$ cat config.mk
export PLATFORM = sky130hd
export DESIGN_NAME = pipe_issue_ctrl
export DESIGN_NICKNAME = d
export VERILOG_FILES = /design/src/rtl/pipe_issue_ctrl.sv
export SDC_FILE = /design/constraint.sdc
export NUM_CORES = 1
export LEC_CHECK = 0
export BUFFER_PORTS_ARGS = -buffer_cell sky130_fd_sc_hd__buf_2
export CAP_MARGIN = 10
export CORE_AREA = 4 4 98 100
export DETAILED_ROUTE_END_ITERATION = 8
export DIE_AREA = 0 0 102 104
export GPL_TIMING_DRIVEN = 0
export MAX_ROUTING_LAYER = met4
export PLACE_DENSITY = 0.73
export RECOVER_POWER = 50
export SYNTH_ARGS = -nofsm -noshare
export SYNTH_HDL_FRONTEND = slang
export SYNTH_SLANG_ARGS = --single-unit
$ cat constraint.sdc
create_clock -name clk -period 2.3 [get_ports clk]
set_input_delay 0.115 -clock clk [delete_from_list [all_inputs] [get_ports clk]]
set_output_delay 0.115 -clock clk [all_outputs]
set_load 0.05 [all_outputs]
$ cat src/rtl/pipe_issue_ctrl.sv
// Issue controller for a 5-stage in-order pipeline front end.
// Fetches from instruction memory at AddrIn. Each RUN cycle it either issues
// the instruction, stalls it on a RAW hazard against the three older
// in-flight writers, or, on HALT_OP, drains the pipeline for 4 cycles and
// then pulses done.
//
// Ports:
//   clk, rst_n   clock, synchronous active-low reset
//   start        begins a run when sampled high in IDLE
//   Instr        instruction memory read data for AddrIn
//   AddrIn       registered PC
//   Issue        combinational: IF_ID captures IssuedInstr as real
//   IssuedInstr  combinational: Instr when issuing, else 32'h0 bubble
//   Stall        combinational: RUN cycle blocked by a RAW hazard
//   busy         registered: high in RUN and DRAIN
//   done         registered: one-cycle pulse on the first IDLE cycle after DRAIN
//   StallCount   registered: hazard-stall cycles in the current/last run
module pipe_issue_ctrl #(
    parameter logic [31:0] PC_RESET = 32'h0000_0000,
    parameter logic [5:0]  HALT_OP  = 6'h3F
) (
    input  logic        clk,
    input  logic        rst_n,
    input  logic        start,
    input  logic [31:0] Instr,
    output logic [31:0] AddrIn,
    output logic        Issue,
    output logic [31:0] IssuedInstr,
    output logic        Stall,
    output logic        busy,
    output logic        done,
    output logic [15:0] StallCount
);

    localparam int unsigned XLEN     = 32;
    localparam int unsigned REG_W    = 5;
    localparam int unsigned OP_W     = 6;
    localparam int unsigned SB_DEPTH = 3;
    localparam int unsigned SCNT_W   = 16;
    localparam int unsigned DCNT_W   = 3;

    localparam logic [DCNT_W-1:0] DRAIN_LAST = DCNT_W'(3);
    localparam logic [SCNT_W-1:0] SCNT_MAX   = {SCNT_W{1'b1}};
    localparam logic [XLEN-1:0]   PC_STEP    = XLEN'(4);

    typedef enum logic [1:0] {
        ST_IDLE  = 2'd0,
        ST_RUN   = 2'd1,
        ST_DRAIN = 2'd2
    } state_t;

    state_t state_q, state_d;

    logic [XLEN-1:0]   addr_d;
    logic [SCNT_W-1:0] scnt_d;
    logic [DCNT_W-1:0] dcnt_q, dcnt_d;
    logic              done_d;
    logic              busy_d;

    // Scoreboard: entry 0 = issued 1 cycle ago (ID), 1 = EX, 2 = MEM.
    logic [SB_DEPTH-1:0] sbv_q, sbv_d;
    logic [REG_W-1:0]    sbrd_q [SB_DEPTH];
    logic [REG_W-1:0]    sbrd_d [SB_DEPTH];

    logic [OP_W-1:0]  opcode;
    logic [REG_W-1:0] rs, rt, rd;
    logic             is_halt;
    logic             is_writer;
    logic             hazard;

    assign opcode    = Instr[31:26];
    assign rs        = Instr[25:21];
    assign rt        = Instr[20:16];
    assign rd        = Instr[15:11];
    assign is_halt   = (opcode == HALT_OP);
    assign is_writer = (opcode == OP_W'(0)) && (Instr != XLEN'(0));

    // RAW check of both source fields against every valid in-flight writer.
    always_comb begin
        hazard = 1'b0;
        for (int i = 0; i < SB_DEPTH; i++) begin
            if (sbv_q[i] && (sbrd_q[i] != REG_W'(0)) &&
                ((sbrd_q[i] == rs) || (sbrd_q[i] == rt))) begin
                hazard = 1'b1;
            end
        end
    end

    // Next-state and issue decisions.
    always_comb begin
        state_d     = state_q;
        addr_d      = AddrIn;
        scnt_d      = StallCount;
        dcnt_d      = dcnt_q;
        done_d      = 1'b0;
        Issue       = 1'b0;
        Stall       = 1'b0;
        IssuedInstr = XLEN'(0);

        // Scoreboard ages every cycle; a bubble enters unless overridden below.
        sbv_d     = {sbv_q[SB_DEPTH-2:0], 1'b0};
        sbrd_d[0] = REG_W'(0);
        for (int i = 1; i < SB_DEPTH; i++) begin
            sbrd_d[i] = sbrd_q[i-1];
        end

        // Outputs stay quiet while reset is asserted; the register reset wins anyway.
        if (rst_n) begin
            unique case (state_q)
                ST_IDLE: begin
                    if (start) begin
                        state_d = ST_RUN;
                        addr_d  = PC_RESET;
                        scnt_d  = SCNT_W'(0);
                        sbv_d   = '0;
                    end
                end
                ST_RUN: begin
                    if (is_halt) begin
                        state_d = ST_DRAIN;
                        dcnt_d  = DCNT_W'(0);
                    end else if (hazard) begin
                        Stall = 1'b1;
                        if (StallCount != SCNT_MAX) begin
                            scnt_d = StallCount + SCNT_W'(1);
                        end
                    end else begin
                        Issue       = 1'b1;
                        IssuedInstr = Instr;
                        addr_d      = AddrIn + PC_STEP;
                        sbv_d[0]    = is_writer;
                        sbrd_d[0]   = rd;
                    end
                end
                ST_DRAIN: begin
                    if (dcnt_q == DRAIN_LAST) begin
                        state_d = ST_IDLE;
                        dcnt_d  = DCNT_W'(0);
                        done_d  = 1'b1;
                    end else begin
                        dcnt_d = dcnt_q + DCNT_W'(1);
                    end
                end
                default: state_d = ST_IDLE;
            endcase
        end

        busy_d = (state_d != ST_IDLE);
    end

    // State and registered outputs.
    always_ff @(posedge clk) begin
        if (!rst_n) begin
            state_q    <= ST_IDLE;
            AddrIn     <= PC_RESET;
            StallCount <= SCNT_W'(0);
            dcnt_q     <= DCNT_W'(0);
            done       <= 1'b0;
            busy       <= 1'b0;
            sbv_q      <= '0;
            for (int i = 0; i < SB_DEPTH; i++) begin
                sbrd_q[i] <= REG_W'(0);
            end
        end else begin
            state_q    <= state_d;
            AddrIn     <= addr_d;
            StallCount <= scnt_d;
            dcnt_q     <= dcnt_d;
            done       <= done_d;
            busy       <= busy_d;
            sbv_q      <= sbv_d;
            for (int i = 0; i < SB_DEPTH; i++) begin
                sbrd_q[i] <= sbrd_d[i];
            end
        end
    end

endmodule

# Yosys cells after proc, flatten, opt, wreduce, memory -nomap -nowiden
# Memories as Yosys holds them, arrays and structs flattened.
# Index checks and enable logic that the tools add are counted.
totals:
  in_bits: 35
  output_inout_bits: 84
  memories: 1
  reg_bits: 58
  ram_bits: 15
memory_table:
  columns: ["memory", "depth", "word_bits", "rd", "rd_clocked_by_memory_dff", "write_ports", "line_no", "rtl"]
  rows:
  - ["sbrd_q", 3, 5, 3, 0, 3, "62", "logic [REG_W-1:0] sbrd_q [SB_DEPTH];"]
classes:
  n_eq_ne: 17
  n_bitwise: 3
  n_mux: 47
  n_reduce_logical: 23
  n_addsub: 3
ops:
  columns: ["cell", "n"]
  rows:
  - ["two-way mux 32 bit", 7]
  - ["two-way mux 16 bit", 4]
  - ["one-hot mux 32 bit (2 select lines)", 1]
  - ["two-way mux 5 bit", 7]
  - ["adder 32 x 3 -> 32 bit (second input constant)", 1]
  - ["one-hot mux 16 bit (2 select lines)", 1]
  - ["nonzero test 32 bit", 1]
  - ["equality test 5 bit", 6]
  - ["adder 16 x 1 -> 16 bit (second input constant)", 1]
  - ["two-way mux 1 bit", 16]
  - ["!= test 16 bit (second input constant)", 1]
  - ["nonzero test 5 bit", 3]
  - ["!= test 2 bit (second input constant)", 6]
  - ["two-way mux 2 bit", 5]
  - ["two-way mux 3 bit", 3]
  - ["logical AND 1 bit", 7]
  - ["equality test 6 bit (second input constant)", 1]
  - ["zero test 6 bit", 1]
  - ["one-hot mux 2 bit (3 select lines)", 1]
  - ["one-hot mux 3 bit (2 select lines)", 1]
  - ["nonzero test 2 bit", 3]
  - ["AND reduction 5 bit", 1]
  - ["AND reduction 2 bit", 2]
  - ["AND reduction 4 bit", 1]
  - ["8 further kinds", 12]

# Logic depth before layout (Yosys ltp)
depth:
  word_depth: 11
  depth_mapped: 9
  depth_no_buf: 7

# Least setup slack after synthesis
# No wires, ideal clock.
synth_path:
  path_kind: "register to output"
  start: "memory sbrd_q[2][1], in the netlist sbrd_q[0][11]"
  end: "output port IssuedInstr[25]"
  t_required_ns: 2.185
  slack_ns: -0.423
  arrival_time_ns: 2.608
  path_stages_with_launch: 8
  n_path_buf: 2
  path_cell_list: "dfxtp_1 > or4_1 > o21a_1 > a222oi_1 > nor2b_1 > buf_2 > buf_2 > and2_1"
synth_rtl:
  columns: ["element", "line_no", "rtl"]
  rows:
  - ["start, declared", "62", null]
  - ["end, declared", "28", "output logic [31:0] IssuedInstr,"]

==> results.ini <==
[global_routing]
gr-total-overflow=0
grt_pass1_wl_mm=20.1
antenna_found_initial=0
grt_pass1_vias=4101
grtUsageTotal_pct=23.8
grt_max_degree=12

[sta]
slew_headroom_pct=51.1
hold_viol=0
clock.fmax_mhz=362
rsz0062_at_grt=yes
fin_crit_ns=2.76
holdWs_ns=0.0113
setup_viol=77
layout_setup_ws_ns=-0.462
fin_skew_ns=0.0152
worst_pin_slew_ns=0.728
drv_slew=0
setup_tns_ns=-20.87
period_share_pct=120

[place]
hpwl_mm=8.64
port_buffers=115
gp_congestion=0.951
dp_slack_ns=-0.520

[outcome]
violations=setup timing
outcome=finished, violations left

[logic_synthesis]
synth_compound_area_share_pct=19.6
synth_xor_area_share_pct=7.04
synth_top_family_by_area=simple AND/OR/NAND/NOR gates
syn_area_um2=3860
yosysMostFrequentCell=dfxtp_1
synth_fa_ha_area_share_pct=0.973
synth_top_area_share_pct=36.8
yosys.area_share.simple_pct=31.6
synth_area_leaders=dfxtp_1 37%, and2_1 8.1%, xnor2_1 6.8%
synthMuxAreaShare_pct=0.551
ys_seq_elements=71
async_reset_ff_share_pct=0
synth_ff_type=dfxtp_1
synthTopCellsByCount=71 x dfxtp_1, 51 x nand2_1, 50 x and2_1
yosysSeqAreaShare_pct=36.8
ys_types=54
syn_area_per_cell_um2=7.99
synthCells=483
synth_edf_count=0
synth_top_area_cell=dfxtp_1
yosysWarnings=0

[layout]
antenna_cells=0
final_util_pct=68.4
drive_above_1_share_pct=38.3
syn_to_final_growth_pct=53.8
fillers=635
finalNetCount=676

[setup_path]
cp_slowest_stage_delay_ns=0.52
endpoint_kind=output pin
cp-start-kind=flip-flop
cp_cell_sequence=or4_1 > o21a_1 > a222oi_1 > buf_4 > nor2b_4 > buf_12 > clkbuf_16 > and2_4 > buf_8
crit_buf_inv=4
crit_arrival_ns=2.65
r2r_cells=11
crit_family=simple AND/OR/NAND/NOR gates
cp_max_fo=9
critPathSlowestCell=or4_1
r2r_slack_ns=-0.28
r2r-end=AddrIn[15]
r2r-start=sbrd_q[0][11]
required_ns=2.18
path_class=reg -> out

[clock_tree]
cts_buffers=9
cts.sinks=71
htree_levels=3
clkLatencyLatePin_ns=0.35
clk_pin_slew_ns=0.07
cts_max_path_buffers=2
cts_tree=built
cts_root_buffer=clkbuf_8
cts_hold_buf=0

[floorplan]
die_x_um=102
fp.dieH_um=104
start_util_pct=44.5
core_um2=8680
num_rows=34
io_pins=119
design.die.area_um2=10600

[run]
maxCapViolCount=0

[route]
vias_per_cell=5.92
drt_first_pass_iters=5
drt_iter0_drc=391
ant_nets=0
routed_wl_mm=13.4
avgRoutedWirePerCell_um=17.9
vias=4447
drc=0

[power]
powerDensity_nw_per_um2=502
peakVddDrop_uv=372
power_leakage_nw=2.39

[worst_hold_path]
holdCritPathClass=in -> reg
hold_end=sbrd_q[0][4]
hold_path_depth=2
hold_path.startpoint=Instr[15]

## sequential cells by signal (all words and copies together), names as in the netlist
register    count
AddrIn         30
StallCount     16
dcnt_q          3
busy            1
done            1
state_q         2
sbv_q           3
sbrd_q         15
## power breakdown
part,leakage (nW),switching [W],internal (W)
clock,0.114,0.000481,0.000670
combinational,1.70,0.000325,0.000242
sequential,0.579,0.0000155,0.00124
## worst max path at each step
stage	startpoint	end	cells after the start
6_report	sbrd_q[0][11]	IssuedInstr[19]	9
5_1_grt	sbrd_q[0][1]	IssuedInstr[16]	9
4_1_cts	sbrd_q[0][11]	IssuedInstr[20]	9
3_5_place_dp	sbrd_q[0][11]	IssuedInstr[3]	8
3_3_place_gp	sbrd_q[0][11]	IssuedInstr[3]	8
2_1_floorplan	sbrd_q[0][11]	IssuedInstr[25]	7
## cell usage in the layout (no fill, tap or decap), types with 6 or more instances in the layout
cell type	instances
dfxtp_1	60
buf_2	57
nand2_1	48
buf_8	39
clkbuf_1	33
and2_4	32
nand3_1	30
xnor2_1	29
nor2_1	26
a21oi_1	18
o21ai_1	15
buf_4	14
and2_1	13
nand4_1	12
buf_6	12
dfxtp_2	11
clkbuf_8	11
a31oi_1	10
inv_1	9
o21ai_0	8
nor4_1	8
and3_1	7
o21ai_2	7
and2_0	6
o21a_1	6
and4_1	6
## layer usage
layer / share of wire, % / global-route usage [%] / vias to the layer above
li1: - / - / 2072
met5: 0 / - / -
met3: 6.3 / 3.35 / 29
met4: 2.0 / 6.56 / 0
met2: 50 / 38.8 / 215
met1: 41 / 30.8 / 2131
## per-stage QoR
step | std cells | cell area (um^2) | power, W
floorplan | 484 | 3980 | 0.00156
global placement | 707 | 4690 | 0.00168
detailed placement | 707 | 4690 | 0.00169
CTS | 741 | 5580 | 0.00291
global route | 751 | 5930 | 0.00306
finish | 751 | 5930 | 0.00298
## layout make-up
cell class | instances | area [um^2] | share of cell area, %
inverters | 9 | 33.8 | 0.569
clock inverters | 3 | 65.1 | 1.10
well taps | 108 | 135 | 2.28
repair buffers | 143 | 1220 | 20.6
flip-flops and latches | 71 | 1440 | 24.2
plain buffers | 19 | 189 | 3.18
clock buffers | 13 | 159 | 2.68
multi-input cells | 385 | 2700 | 45.4
## worst register-to-register path: cells and delay by family, from the launching register on
family	cells	cell delay, ns
DFF	1	0.33
buffers and inverters	5	0.67
and+or+nand+nor	3	0.76
AOI/OAI and AO/OA	3	0.74
## kinds of logic (layout without fill, tap and decap cells)
kind of cell	count (synthesis)	count (layout)
flip-flops	71	71
XOR/XNOR	31	31
other	1	2
AO/OA/AOI/OAI	116	116
buffers and inverters	28	187
adder cells (fa/ha/maj)	3	3
AND/OR/NAND/NOR	231	231
multiplexers	2	2
## timing repair
| action | in CTS | in global routing |
|---|---|---|
| endpoints found under the setup margin | 86 | 85 |
| setup buffers | 14 | 8 |
| gates cloned | 4 | 2 |
| endpoints found under the hold margin | 0 | 0 |
| pin swaps | 8 | 32 |
| gates resized for setup | 156 | 70 |
(Power assumes the default switching activity.)
